**src/rtl/uart_frame_tx_if.sv**
```systemverilog
// Control-side and UART-side handshake bundle for the frame transmitter.
// The master modport is the driver of writes/send and the UART responses.
interface uart_frame_tx_if #(
  parameter int AW = 5
);
  logic          wr_en;
  logic [7:0]    wr_data;
  logic          wr_full;
  logic [AW-1:0] wr_count;
  logic          send;
  logic [7:0]    cmd;
  logic          busy;
  logic          frame_done;
  logic [7:0]    uart_tx_data;
  logic          uart_tx_start;
  logic          uart_tx_done;
  logic          uart_tx_idle;

  modport master (
    output wr_en, wr_data, send, cmd, uart_tx_done, uart_tx_idle,
    input  wr_full, wr_count, busy, frame_done, uart_tx_data, uart_tx_start
  );

  modport slave (
    input  wr_en, wr_data, send, cmd, uart_tx_done, uart_tx_idle,
    output wr_full, wr_count, busy, frame_done, uart_tx_data, uart_tx_start
  );
endinterface

```
**src/rtl/uart_frame_tx.sv**
```systemverilog
// Buffers a payload, then sends HDR0 HDR1 CMD LEN payload CHK one byte at a
// time through the UART start/done handshake.
module uart_frame_tx #(
  parameter int         MAX_LEN = 16,
  parameter logic [7:0] HDR0    = 8'h55,
  parameter logic [7:0] HDR1    = 8'hAA
) (
  input  logic           clk,
  input  logic           rst,
  uart_frame_tx_if.slave bus
);
  localparam int AW = $clog2(MAX_LEN + 1);
  localparam int IW = (MAX_LEN > 1) ? $clog2(MAX_LEN) : 1;
  localparam logic [AW-1:0] MAX_CNT = AW'(MAX_LEN);

  localparam logic [1:0] S_IDLE  = 2'd0;
  localparam logic [1:0] S_START = 2'd1;
  localparam logic [1:0] S_WAIT  = 2'd2;
  localparam logic [1:0] S_FIN   = 2'd3;

  logic [1:0]    state_q, state_d;
  logic [AW-1:0] cnt_q, cnt_d, len_q, len_d;
  logic [7:0]    cmd_q, cmd_d, chk_q, chk_d;
  logic [8:0]    idx_q, idx_d;
  logic [7:0]    buf_q [MAX_LEN];

  logic [8:0]    last_idx;
  logic [IW-1:0] pidx;
  logic [7:0]    cur_byte;
  logic          full, wr_ok, send_ok, is_last, in_payload, busy;

  assign full       = (cnt_q == MAX_CNT);
  assign send_ok    = (state_q == S_IDLE) && bus.send;
  // a write landing on the same edge as an accepted send is not part of the frame
  assign wr_ok      = (state_q == S_IDLE) && bus.wr_en && !bus.send && !full;
  assign last_idx   = 9'(len_q) + 9'd4;
  assign is_last    = (idx_q == last_idx);
  assign in_payload = (idx_q >= 9'd4) && (idx_q < last_idx);
  assign pidx       = IW'(idx_q - 9'd4);
  assign busy       = (state_q == S_START) || (state_q == S_WAIT);

  always_comb begin
    cur_byte = chk_q;
    if (idx_q == 9'd0)      cur_byte = HDR0;
    else if (idx_q == 9'd1) cur_byte = HDR1;
    else if (idx_q == 9'd2) cur_byte = cmd_q;
    else if (idx_q == 9'd3) cur_byte = 8'(len_q);
    else if (in_payload)    cur_byte = buf_q[pidx];
  end

  always_comb begin
    state_d = state_q;
    cnt_d   = cnt_q;
    len_d   = len_q;
    cmd_d   = cmd_q;
    chk_d   = chk_q;
    idx_d   = idx_q;
    case (state_q)
      S_IDLE: begin
        if (wr_ok) cnt_d = cnt_q + 1'b1;
        if (send_ok) begin
          state_d = S_START;
          cmd_d   = bus.cmd;
          len_d   = cnt_q;
          chk_d   = '0;
          idx_d   = '0;
        end
      end
      S_START: if (bus.uart_tx_idle) state_d = S_WAIT;
      S_WAIT: begin
        if (bus.uart_tx_done) begin
          // headers and the checksum byte itself stay out of the sum
          if (idx_q >= 9'd2 && !is_last) chk_d = chk_q + cur_byte;
          if (is_last) begin
            state_d = S_FIN;
          end else begin
            idx_d   = idx_q + 1'b1;
            state_d = S_START;
          end
        end
      end
      default: begin
        state_d = S_IDLE;
        cnt_d   = '0;
      end
    endcase
  end

  always_ff @(posedge clk) begin
    if (!rst) begin
      state_q <= S_IDLE;
      cnt_q   <= '0;
      len_q   <= '0;
      cmd_q   <= '0;
      chk_q   <= '0;
      idx_q   <= '0;
    end else begin
      state_q <= state_d;
      cnt_q   <= cnt_d;
      len_q   <= len_d;
      cmd_q   <= cmd_d;
      chk_q   <= chk_d;
      idx_q   <= idx_d;
    end
  end

  always_ff @(posedge clk) begin
    if (rst && wr_ok) buf_q[cnt_q[IW-1:0]] <= bus.wr_data;
  end

  assign bus.wr_full       = full;
  assign bus.wr_count      = cnt_q;
  assign bus.busy          = busy;
  assign bus.frame_done    = (state_q == S_FIN);
  assign bus.uart_tx_start = (state_q == S_START) && bus.uart_tx_idle;
  assign bus.uart_tx_data  = busy ? cur_byte : 8'h00;
endmodule

```
**src/flat_wrapper.sv**
```systemverilog
// flat-port wrapper written by rule: the top's interface ports become plain ports
module uart_frame_tx_flat 
#(
  parameter int         MAX_LEN = 16,
  parameter logic [7:0] HDR0    = 8'h55,
  parameter logic [7:0] HDR1    = 8'hAA
)
  (clk, rst, bus_wr_en, bus_wr_data, bus_send, bus_cmd, bus_uart_tx_done, bus_uart_tx_idle, bus_wr_full, bus_wr_count, bus_busy, bus_frame_done, bus_uart_tx_data, bus_uart_tx_start);
  uart_frame_tx_if #(.AW(($clog2(MAX_LEN + 1)))) bus_i ();
  input  logic clk;
  input  logic rst;
  input wire logic [$bits(bus_i.wr_en)-1:0] bus_wr_en;
  input wire logic [$bits(bus_i.wr_data)-1:0] bus_wr_data;
  input wire logic [$bits(bus_i.send)-1:0] bus_send;
  input wire logic [$bits(bus_i.cmd)-1:0] bus_cmd;
  input wire logic [$bits(bus_i.uart_tx_done)-1:0] bus_uart_tx_done;
  input wire logic [$bits(bus_i.uart_tx_idle)-1:0] bus_uart_tx_idle;
  output wire logic [$bits(bus_i.wr_full)-1:0] bus_wr_full;
  output wire logic [$bits(bus_i.wr_count)-1:0] bus_wr_count;
  output wire logic [$bits(bus_i.busy)-1:0] bus_busy;
  output wire logic [$bits(bus_i.frame_done)-1:0] bus_frame_done;
  output wire logic [$bits(bus_i.uart_tx_data)-1:0] bus_uart_tx_data;
  output wire logic [$bits(bus_i.uart_tx_start)-1:0] bus_uart_tx_start;
  assign bus_i.wr_en = bus_wr_en;
  assign bus_i.wr_data = bus_wr_data;
  assign bus_i.send = bus_send;
  assign bus_i.cmd = bus_cmd;
  assign bus_i.uart_tx_done = bus_uart_tx_done;
  assign bus_i.uart_tx_idle = bus_uart_tx_idle;
  assign bus_wr_full = bus_i.wr_full;
  assign bus_wr_count = bus_i.wr_count;
  assign bus_busy = bus_i.busy;
  assign bus_frame_done = bus_i.frame_done;
  assign bus_uart_tx_data = bus_i.uart_tx_data;
  assign bus_uart_tx_start = bus_i.uart_tx_start;
  uart_frame_tx #(.MAX_LEN(MAX_LEN), .HDR0(HDR0), .HDR1(HDR1)) u_core (.clk(clk), .rst(rst), .bus(bus_i));
endmodule
```
**config.mk**
```make
export PLATFORM = sky130hd
export DESIGN_NAME = uart_frame_tx_flat
export DESIGN_NICKNAME = d
export VERILOG_FILES = /design/src/rtl/uart_frame_tx_if.sv /design/src/rtl/uart_frame_tx.sv /design/src/flat_wrapper.sv
export SDC_FILE = /design/constraint.sdc
export NUM_CORES = 1
export LEC_CHECK = 0
export BUFFER_PORTS_ARGS = -buffer_cell sky130_fd_sc_hd__buf_2
export CORE_MARGIN = 4
export CORE_UTILIZATION = 66
export DETAILED_ROUTE_END_ITERATION = 6
export PLACE_DENSITY = 0.93
export SLEW_MARGIN = 20
export SYNTH_ARGS = -nofsm -noshare
export SYNTH_HDL_FRONTEND = slang
export SYNTH_SLANG_ARGS = --single-unit
```
**constraint.sdc**
```tcl
create_clock -name clk -period 8.23 [get_ports clk]
set_input_delay 0.823 -clock clk [delete_from_list [all_inputs] [get_ports clk]]
set_output_delay 0.823 -clock clk [all_outputs]
set_load 0.05 [all_outputs]
```
Word-level counts from Yosys, hierarchy flattened. Memory sizes are Yosys's and may differ from the RTL's. Index checks and enable logic that the tools add are counted. W data, S select, Z words.

Add/sub/neg operators: 5. Equal/unequal tests: 14. $lt $le $gt $ge: 3. Bitwise logic cells: 1. Muxes and demuxes: 23. Reductions and logical operators: 21.

Operators with widths (count): $mux W8 (9); $mux W9 (3); $eq A9 B2 Y1 const B (2); $pmux W9 S2 (1); $pmux W8 S2 (1); $pmux W5 S2 (1); $add A9 B1 Y9 const B (1); $eq A9 B1 Y1 const B (1); $eq A9 B6 Y1 (1); $ge A9 B2 Y1 const B (1); $ge A9 B3 Y1 const B (1); $logic_not A9 Y1 (1); $lt A9 B6 Y1 (1); $add A8 B8 Y8 (1); $logic_and A1 B1 Y1 (8); $mux W2 (4); $ne A2 B2 Y1 const B (4); $reduce_and A4 Y1 (2); $add A5 B3 Y6 const B (1); $pmux W2 S3 (1); $add A5 B1 Y5 const B (1); $eq A5 B5 Y1 const B (1); $mux W5 (1); $eq A2 B2 Y1 const B (2); other kinds (12) (17).

Word-level logic and storage cells: 74. Memories: 1. Memory bits (writable): 128. Register bits after elaboration: 37.

Memory list: u_core.buf_q (depth 16, bits a word 8, read ports 1, clocked after memory_dff 0, wr ports 1, line uart_frame_tx.sv:25) `logic [7:0] buf_q [MAX_LEN];`.

Depth between registers and ports, before layout. Gate-level depths: netlist of the first run.

Depth after elaboration: 12. Gate-level depth with buffers: 22. Depth with buffers taken out: 20.

Least setup slack after synthesis of the first run. Ideal clock, no wire load.

Path type: flip-flop to flip-flop. Start point: register u_core.idx_q[1]. End point: register u_core.chk_q[7]. Clock period less this slack: 3.956 ns. Setup time: 0.064 ns. Cell stages (with the launch flop): 16. Data required time: 8.166 ns. Data arrival time: 3.892 ns. Path slack: 4.274 ns. Path through: dfxtp_1 clkbuf_1 buf_2 clkbuf_1 mux4_2 mux4_2 a21oi_1 o22ai_1 and2_1 ha_1 a21o_1 a211oi_1 o21ai_0 o211a_1 or4_1 nand4_1.

Word-level cells in the longest chain between the ends: 11. Elaborated cells on any way between the ends: 24.

RTL lines: start, declared (line uart_frame_tx.sv:24) `logic [8:0] idx_q, idx_d;`; start signal, assigned (line uart_frame_tx.sv:103) `idx_q <= idx_d;`; $sub A4 B3 Y4, or another cell as far along (line uart_frame_tx.sv:39) `assign pidx = IW'(idx_q - 9'd4);`; $mem_v2 Z16 W8 or $logic_and A1 B1 Y1 (tied branches); $mux W8 (line uart_frame_tx.sv:48) `else if (in_payload) cur_byte = buf_q[pidx];`; $mux W8 (line uart_frame_tx.sv:47) `else if (idx_q == 9'd3) cur_byte = 8'(len_q);`; $mux W8 (line uart_frame_tx.sv:46) `else if (idx_q == 9'd2) cur_byte = cmd_q;`; $mux W8 (line uart_frame_tx.sv:45) `else if (idx_q == 9'd1) cur_byte = HDR1;`; $mux W8 (line uart_frame_tx.sv:44) `if (idx_q == 9'd0) cur_byte = HDR0;`; $add A8 B8 Y8 (line uart_frame_tx.sv:73) `if (idx_q >= 9'd2 && !is_last) chk_d = chk_q + cur_byte;`; $mux W8 (line uart_frame_tx.sv:73); $mux W8 (line uart_frame_tx.sv:71) `if (bus.uart_tx_done) begin`; $pmux W8 S2 (line uart_frame_tx.sv:58) `case (state_q)`; end signal, assigned (line uart_frame_tx.sv:102) `chk_q <= chk_d;`; end, declared (line uart_frame_tx.sv:23) `logic [7:0] cmd_q, cmd_d, chk_q, chk_d;`.

Several ways; a longest one is shown, not always the timed one. The select of a mux whose other input is x is not followed. A chain may end at the register's enable or synchronous reset.

Worst setup path after layout of the first run.
Start point: register u_core.idx_q[2]. End point: register u_core.chk_q[6].

The elaborated chain is that of the path after synthesis.

==> results of run 1 <==
logic make-up after synthesis:
kind of cell,count (synthesis),share of synthesized area (%)
multiplexers,46,12.9
XOR/XNOR,13,1.52
AO/OA/AOI/OAI,89,7.23
flip-flops,165,61.0
AND/OR/NAND/NOR,159,9.69
buffers and inverters,45,2.55
adder cells (fa/ha/maj),30,5.10
worst max path at each step:
stage | from | to | depth (start not counted)
floorplan | u_core.idx_q[1] | u_core.chk_q[7] | 15
global placement | u_core.idx_q[2] | u_core.chk_q[6] | 18
detailed placement | u_core.idx_q[2] | u_core.chk_q[6] | 18
CTS | u_core.idx_q[2] | u_core.chk_q[6] | 18
global route | u_core.idx_q[2] | u_core.chk_q[6] | 18
finish | u_core.idx_q[2] | u_core.chk_q[6] | 18
metal layers:
metal	part of all wire (%)	routed length (um)
met1	38	6510
met2	52	8940
met3	7.5	1310
met4	3.3	566
met5	0	0
sequential cells by signal, summed over array words and instances, names as in the netlist:
register             count
u_core.cmd_q             8
u_core.chk_q             8
u_core.bus.wr_count      5
u_core.state_q           2
u_core.len_q             5
u_core.idx_q             9
u_core.buf_q           128
tightest hold or removal path, delay by kind of cell, from the launching register on:
kind             cells  cell delay [ns]
flip-flops           1             0.31
AO/OA/AOI/OAI        1             0.05
AND/OR/NAND/NOR      1             0.05
Yosys cell counts, types with 4 or more instances:
cell type  number  area, sq um
inv_1          20         75.1
nand4_1         6         37.5
nand2_1        50          188
o21ai_1         9         45.0
mux2i_1         5         50.1
nand3_1         8         40.0
xor2_1          6         52.6
and2_1          7         43.8
dfxtp_1        37          741
buf_2           6         30.0
nor3_1         14         70.1
a22oi_1         4         30.0
nor2b_1         5         31.3
clkbuf_1       16         60.1
or3_1           6         37.5
mux4_2         38          856
o21ai_0        13         65.1
nor2_1         49          184
nand2b_1        5         31.3
xnor2_1         7         61.3
edfxtp_1      128         3840
ha_1           29          363
a21oi_1        37          185
per-stage QoR:
step	hold WS (ns)	util [%]	total power [mW]	cell area, sq um	cells
after floorplan	0.436	-	1.22	7510	547
after global placement	0.444	71.0	1.31	7800	703
after detailed placement	0.452	71.0	1.32	7800	703
after CTS	0.466	75.9	2.03	8330	735
after global routing	0.487	75.9	2.11	8330	735
final	0.466	75.9	2.03	8330	735
area by class of cell:
class / instances / area [sq um] / share of cell area, %
multi-input combinational: 337 / 2760 / 33.1
clock inverter: 9 / 71.3 / 0.856
sequential: 165 / 4590 / 55.0
clock buffer: 23 / 458 / 5.49
tap: 140 / 175 / 2.10
inverter: 21 / 78.8 / 0.946
timing repair buffer: 40 / 205 / 2.46
power by group:
part           total [mW]  leakage [nW]  internal, mW  switching, mW
Clock               0.716         0.250         0.398          0.319
Combinational       0.376          1.09         0.112          0.265
Sequential          0.934          1.45         0.915         0.0188
==> impl_metrics.tcl, run 1 <==
set metrics [dict create \
    drv_cap 0 \
    worst_pin_slew_ns 1.12 \
    syn_area_per_cell_sq_um 13.7 \
    whs_path_depth 2 \
    grt_use_met3_pct 7.82 \
    setup_viol_count_final 0 \
    cts_buffer_depth 2 \
    synth_area_sq_mm 0.00751 \
    critPathMaxStageDelay_ns 0.86 \
    drtIter0Drc 728 \
    wl_per_cell_um 23.6 \
    cts_sinks 165 \
    routed_wirelength_um 17300 \
    worstHoldStart "u_core.cmd_q[4]" \
    dp_slack_ns 3.67 \
    r2r-end "u_core.chk_q[6]" \
    regToRegStartpoint "u_core.idx_q[2]" \
    leakagePower_nw 2.79 \
    num_antenna_cells 0 \
    cp.arrival_ns 4.95 \
    grt.overflow.total 0 \
    die_y_um 115 \
    reg2regPathDepth 18 \
    synth.distinct_cells 51 \
    fmax_ghz 0.215 \
    grt_max_degree 37 \
    core_area_sq_mm 0.0110 \
    worst_setup_hold_path_clk_slew_ns 0.06 \
    ant_nets 0 \
    grt_pass1_vias 4902 \
    syn_nets 599 \
    ctsHoldBuffers 0 \
    crit_type "reg2reg" \
    worst-path-buf-inv 1 \
    synth_ff_type "edfxtp_1" \
    viasPerCell 6.63 \
    final_cell_mix "edfxtp_1, nand2_1, nor2_1, mux4_2, buf_2" \
    htreeDepth 4 \
    io-pin-count 39 \
    cts_tree "yes" \
    cpMaxStageDelayCell "dfxtp_1" \
    fin_skew_ns 0.0123 \
    synth-seq-cells 165 \
    layout_commonest_cell "edfxtp_1" \
    rsz0062_at_grt "false" \
    track_usage_pct 28.7 \
    pwr_density_cell_mw_per_mm2 243 \
    slew_viol_final 0 \
    fin_ws_ns 3.57 \
    port-buffer-count 38 \
    cts_setup_buffers 0 \
    async_reset_ff_share_pct 0 \
    status "completed" \
    layout-drive-gt1-share_pct 19.5 \
    min_period_ns 4.66 \
    start_kind "flip-flop" \
    tns_ns 0 \
    place_congestion 0.941 \
    relSlewSlack_pct 24.8 \
    die_w_um 115 \
    hold_violations 0 \
    cp.required_ns 8.52 \
    die_area_sq_mm 0.0132 \
    worstSetupEndpointType "flip-flop" \
    critPathTopFamily "compound AO/OA/AOI/OAI gates" \
    drc_errors 0 \
    antenna_found_initial 0 \
    hold_path.class "reg2reg" \
    rrSetupSlack_ns 3.57 \
    vias 4872 \
    cts_resized 0 \
    period_share_pct 56.6 \
    syn_inst 547 \
    rows 38 \
    layout.nets 634 \
    numCtsBuffers 17 \
    grt_pass1_wl_um 27300 \
    grt.busiest_layer "met2" \
    first_pass_iters 5 \
    ys_seq_area_share_pct 61.0 \
    hold_end "u_core.cmd_q[4]" \
    crit_fanout 12 \
    fillCellCount 621 \
    syn_to_final_growth_pct 10.9 \
    critical_path.cell_chain "ha_1, a21oi_1, o21ai_0, a211oi_2, mux2i_1, o21ai_1, o21ai_1, nand2_1, ha_1, inv_1, fa_1, nor2b_1, o21ai_0, a21boi_0, o21a_1, or3_1, a32oi_1, nor2_1" \
    ir_worst_vdd_uv 220 \
    use_met2_pct 47.8 \
    ys_warn_count 0 \
    start_util_pct 68.4 \
    root_buffer "clkbuf_16" \
    hpwl_um 11200 \
    clk_latency_ns 0.43 \
    synth_edf_count 128 \
    grt_util_met1_pct 35.4 \
]
Note: power is estimated with default switching activity, not from simulation.
==> run 2, diff against run 1 <==
Settings changed: CORE_UTILIZATION 66 to 55, PLACE_DENSITY 0.93 to 0.84.
Clock period 8.23 ns to 4.1 ns, I/O delays scaled along.
==> run 2 against run 1 <==
Effect of this change:
- sequential share of layout area fell by 1.4 points
- die area up 19%
- clock skew is essentially flat
- critical path type unchanged
- count of clock-buffer cells in the layout decreased by 6
==> impl_metrics.tcl, run 2 (synthesis gave the netlist of run 1 again) <==
set metrics [dict create \
    cts_buffer_depth 2 \
    numCtsBuffers 17 \
    setup_viol_count_final 0 \
    drv_cap 0 \
    syn_to_final_growth_pct 14.0 \
    crit_type "reg2reg" \
    antenna_found_initial 0 \
    final_cell_mix "edfxtp_1, nand2_1, nor2_1, mux4_2, buf_2" \
    die_w_um 125 \
    grt_pass1_vias 4812 \
    start_util_pct 56.5 \
    relSlewSlack_pct 32.0 \
    reg2regPathDepth 18 \
    place_congestion 0.898 \
    track_usage_pct 21.7 \
    fin_cells 784 \
    hpwl_um 11200 \
    worst_setup_hold_path_clk_slew_ns 0.07 \
    grt_max_degree 26 \
    leakagePower_nw 2.88 \
    ant_nets 0 \
    crit_fanout 8 \
    tns_ns 0 \
    vias 4728 \
    critPathMaxStageDelay_ns 0.46 \
    pwr_density_cell_mw_per_mm2 493 \
    cp.arrival_ns 4.26 \
    port-buffer-count 38 \
    hold_path.class "in2reg" \
    root_buffer "clkbuf_16" \
    wl_per_cell_um 20.8 \
    worst_pin_slew_ns 1.02 \
    grt.overflow.total 0 \
    r2r-end "u_core.chk_q[7]" \
    clk_latency_ns 0.43 \
    finalPower_mw 4.22 \
    core_area_sq_mm 0.0133 \
    min_period_ns 3.89 \
    rows 42 \
    die_area_sq_mm 0.0156 \
    ir_worst_vdd_uv 410 \
    num_antenna_cells 0 \
    layout.nets 647 \
    first_pass_iters 5 \
    holdWs_ns 0.217 \
    cts_sinks 165 \
    die_y_um 125 \
    fin_skew_ns 0.0124 \
    crit_path_start "u_core.len_q[2]" \
    grt_pass1_wl_um 25900 \
    critical_path.cell_chain "ha_1, xnor2_1, ha_1, nand3_1, o21ai_0, a211oi_2, buf_6, buf_4, mux2i_1, a21oi_1, a21oi_2, a21oi_1, ha_1, o21ai_0, o21ai_0, o211a_1, or4_1, nand4_1" \
    hold_violations 0 \
    start_kind "flip-flop" \
    viasPerCell 6.03 \
    ctsHoldBuffers 0 \
    layout-drive-gt1-share_pct 21.9 \
    fmax_ghz 0.257 \
    worstSetupEndpointType "flip-flop" \
    cpMaxStageDelayCell "or4_1" \
    drtIter0Drc 512 \
    cts_tree "yes" \
    rsz0062_at_grt "false" \
    fin_ws_ns 0.208 \
    io-pin-count 39 \
    largest_register_ffs 128 \
    period_share_pct 94.9 \
    routed_wirelength_um 16300 \
    crit_end "u_core.chk_q[7]" \
    status "completed" \
    drc_errors 0 \
    cp.required_ns 4.47 \
    layout_commonest_cell "edfxtp_1" \
    dp_slack_ns 0.135 \
    htreeDepth 4 \
    slew_viol_final 0 \
    dp_cells 750 \
    rrSetupSlack_ns 0.21 \
    regToRegStartpoint "u_core.len_q[2]" \
]
## run 2: changes by cell type in the layout (fill, tap and decap cells not counted), moves of 2 or more
| cell | change |
|---|---|
| buf_12 | +2 |
| buf_4 | +10 |
| clkbuf_1 | -5 |
| clkinv_4 | +2 |
| clkinv_8 | +2 |
| inv_6 | -4 |
| inv_8 | +4 |
| nor3_1 | +4 |
| nor3_2 | -4 |
| o21ai_0 | -2 |
## run 2: worst max-delay path, delay by kind of cell (launching register included)
family / cells / cell delay, ns
multiplexers: 1 / 0.11
buffers and inverters: 2 / 0.31
XOR/XNOR: 1 / 0.12
flip-flops: 1 / 0.35
adder cells (fa/ha/maj): 3 / 0.85
AND/OR/NAND/NOR: 3 / 0.68
AO/OA/AOI/OAI: 8 / 1.39
## run 2: worst min-delay path by stage
stage,from,end,slack (ns),cells after the start
after floorplan,u_core.cmd_q[0],u_core.cmd_q[0],0.44,2
after global placement,u_core.cmd_q[2],u_core.cmd_q[2],0.44,2
after detailed placement,u_core.cmd_q[4],u_core.cmd_q[4],0.45,2
after CTS,bus_cmd[4],u_core.cmd_q[4],0.21,3
after global routing,bus_cmd[4],u_core.cmd_q[4],0.22,3
final,bus_cmd[4],u_core.cmd_q[4],0.22,3
## run 2: stage by stage
stage | utilization (%) | cell area, sq um
floorplan | - | 7510
global placement | 59.7 | 7940
detailed placement | 59.7 | 7940
CTS | 64.2 | 8530
global route | 64.4 | 8560
finish | 64.4 | 8560
## run 2: where the power goes
group / switching, mW / internal (mW) / total (mW)
Sequential: 0.0314 / 1.84 / 1.87
Clock: 0.713 / 0.863 / 1.58
Combinational: 0.540 / 0.238 / 0.778
## run 2: final cells by class
| cell class | instances | area (sq um) |
|---|---|---|
| clock inverter | 15 | 169 |
| multi-input combinational | 337 | 2750 |
| clock buffer | 17 | 425 |
| tap | 176 | 220 |
| timing repair buffer | 53 | 332 |
| sequential | 165 | 4590 |
| inverter | 21 | 78.8 |
| fill | 896 | 4730 |
## run 2: metal layers
metal | wire length [um] | up-vias | GRT usage (%)
met2 | 8330 | 198 | 35.7
met3 | 1020 | 47 | 5.27
met5 | 0 | - | 0
li1 | - | 2169 | -
met4 | 534 | 0 | 10.3
met1 | 6450 | 2314 | 27.1
## run 2: what timing repair did
item,4_1_cts,5_1_grt
endpoints found under the setup margin,0,2
setup buffers,0,2
resized for setup,0,8
==> run 3, diff against run 2 <==
Settings changed: BUFFER_PORTS_ARGS -buffer_cell sky130_fd_sc_hd__buf_2 to -buffer_cell sky130_fd_sc_hd__clkbuf_2.
==> run 3 against run 2 <==
Effect of this change:
- cell count is 0.26% higher
- sequential share of layout area is 0.43 points lower
- largest cell class unchanged
- total power is 3.7% higher
- critical path type unchanged
- critical path depth stayed put
- clock skew is 0.0055 ns lower
- highest routed layer unchanged
- die area stayed put
- routed wire length is 3.7% higher
- core utilization is 0.52 points higher
- cell area is 0.80% higher
==> impl_metrics.tcl, run 3 (synthesis gave the netlist of run 1 again) <==
set metrics [dict create \
    root_buffer "clkbuf_16" \
    routed_wirelength_um 16900 \
    setup_viol_count_final 0 \
    min_period_ns 3.96 \
    relSlewSlack_pct 33.4 \
    final_cell_mix "edfxtp_1, nand2_1, nor2_1, mux4_2, clkbuf_2" \
    pwr_density_cell_mw_per_mm2 507 \
    cp.required_ns 4.47 \
    worst_setup_hold_path_clk_slew_ns 0.07 \
    track_usage_pct 22.4 \
    critPathTopFamily "compound AO/OA/AOI/OAI gates" \
    hold_path.class "in2reg" \
    rows 42 \
    drtIter0Drc 606 \
    p_seq_share_pct 42.8 \
    drc_errors 0 \
    p_int_mw 3.11 \
    cts_sinks 165 \
    cp.depth 18 \
    wl_per_cell_um 21.5 \
    layout_commonest_cell "edfxtp_1" \
    switching_share_pct 28.9 \
    grt_pass1_vias 4950 \
    grt_max_degree 26 \
    first_pass_iters 5 \
    switchingPower_mw 1.27 \
    fin_area_sq_mm 0.00863 \
    numCtsBuffers 17 \
    syn_to_final_growth_pct 14.9 \
    port-buffer-count 38 \
    die_area_sq_mm 0.0156 \
    clk_latency_ns 0.43 \
    die_y_um 125 \
    die_w_um 125 \
    crit_fanout 8 \
    placed_area_sq_mm 0.00794 \
    layout.nets 649 \
    largest_register_ffs 128 \
    hold_violations 0 \
    ir_worst_vdd_uv 392 \
    rrSetupSlack_ns 0.14 \
    antenna_found_initial 0 \
    hpwl_um 11300 \
    dp_slack_ns 0.156 \
    htreeDepth 4 \
    layout-drive-gt1-share_pct 22.3 \
    drv_cap 0 \
    ant_nets 0 \
    status "completed" \
    fmax_ghz 0.252 \
    start_kind "flip-flop" \
    worstSetupEndpointType "flip-flop" \
    crit_top_cell "ha_1" \
    grt_pass1_wl_um 26600 \
    tns_ns 0 \
    cts_tree "yes" \
    pwr-share-comb_pct 18.0 \
    worst-path-buf-inv 2 \
    clkPwrFrac_pct 39.2 \
    cpMaxStageDelayCell "or4_1" \
    fin_ws_ns 0.137 \
    whs_path_depth 3 \
    num_antenna_cells 0 \
    start_util_pct 56.5 \
    cp.arrival_ns 4.33 \
    worst_pin_slew_ns 0.995 \
    fin_skew_ns 0.00690 \
    grt.overflow.total 0 \
    viasPerCell 6.16 \
    core_area_sq_mm 0.0133 \
    leakagePower_nw 2.92 \
    period_share_pct 96.7 \
    vias 4844 \
    reg2regPathDepth 18 \
    crit_type "reg2reg" \
    critPathMaxStageDelay_ns 0.47 \
    slew_viol_final 0 \
    io-pin-count 39 \
    place_congestion 0.897 \
    critical_path.cell_chain "ha_1, xnor2_2, ha_1, nand4_1, o21ai_0, a211oi_2, buf_6, buf_4, a21oi_1, o22ai_1, and2_1, ha_1, a21o_1, a211oi_2, o21ai_0, o211a_1, or4_1, nand4_1" \
    cts_buffer_depth 2 \
]
-- run 3: cell count changes in the layout (fill, tap and decap cells not counted), moves of 2 or more --
| cell | delta |
|---|---|
| buf_2 | -38 |
| clkbuf_2 | +38 |
| bufinv_16 | +3 |
| clkinvlp_4 | -3 |
| buf_4 | +2 |
| clkinv_2 | +2 |
| clkinv_8 | -2 |
-- run 3: metrics by stage --
stage / hold WS, ns / total power [mW] / std cells / utilization [%]
finish: 0.203 / 4.38 / 786 / 64.9
global route: 0.216 / 4.53 / 786 / 64.9
CTS: 0.191 / 4.39 / 782 / 64.5
detailed placement: 0.450 / 2.67 / 750 / 59.7
global placement: 0.445 / 2.64 / 750 / 59.7
floorplan: 0.436 / 2.46 / 547 / -
-- run 3: worst paths after layout --
check                        from              end
setup / recovery  u_core.len_q[2]  u_core.chk_q[7]
hold / removal         bus_cmd[7]  u_core.cmd_q[7]
setup reg to reg  u_core.len_q[2]  u_core.chk_q[7]
hold reg to reg   u_core.len_q[1]  u_core.len_q[1]
-- run 3: worst register-to-register path: cells and delay by family (launching register included) --
| family | cells | cell delay, ns |
|---|---|---|
| buffers and inverters | 2 | 0.31 |
| adder cells (fa/ha/maj) | 3 | 0.83 |
| AO/OA/AOI/OAI | 8 | 1.38 |
| AND/OR/NAND/NOR | 4 | 0.88 |
| flip-flops | 1 | 0.35 |
| XOR/XNOR | 1 | 0.14 |
-- run 3: final cells by class --
type,count,area [sq um]
fill,915,4660
sequential,165,4590
multi-input combinational,337,2760
clock buffer,17,425
timing repair buffer,55,347
tap,176,220
clock inverter,15,216
inverter,21,78.8
-- run 3: power groups by stage --
stage               logic (mW)  registers (mW)  clock network [mW]
detailed placement       0.762            1.91                   0
global route             0.841            1.88                1.82
global placement         0.739            1.90                   0
finish                   0.786            1.87                1.72
CTS                      0.775            1.87                1.74
floorplan                0.555            1.90                   0
-- run 3: what timing repair did --
item	CTS	global route
buffers inserted	0	4
endpoints found under the setup margin	0	2
hold buffers	0	0
gates resized for setup	0	9
-- run 3: layer usage --
| layer | vias up | part of all wire (%) | track usage [%] | routed length, um |
|---|---|---|---|---|
| li1 | 2169 | - | - | - |
| met1 | 2413 | 38 | 27.4 | 6510 |
| met2 | 217 | 52 | 38.3 | 8770 |
| met3 | 45 | 6.9 | 5.27 | 1160 |
| met4 | 0 | 2.9 | 9.25 | 486 |
| met5 | - | 0 | 0 | 0 |
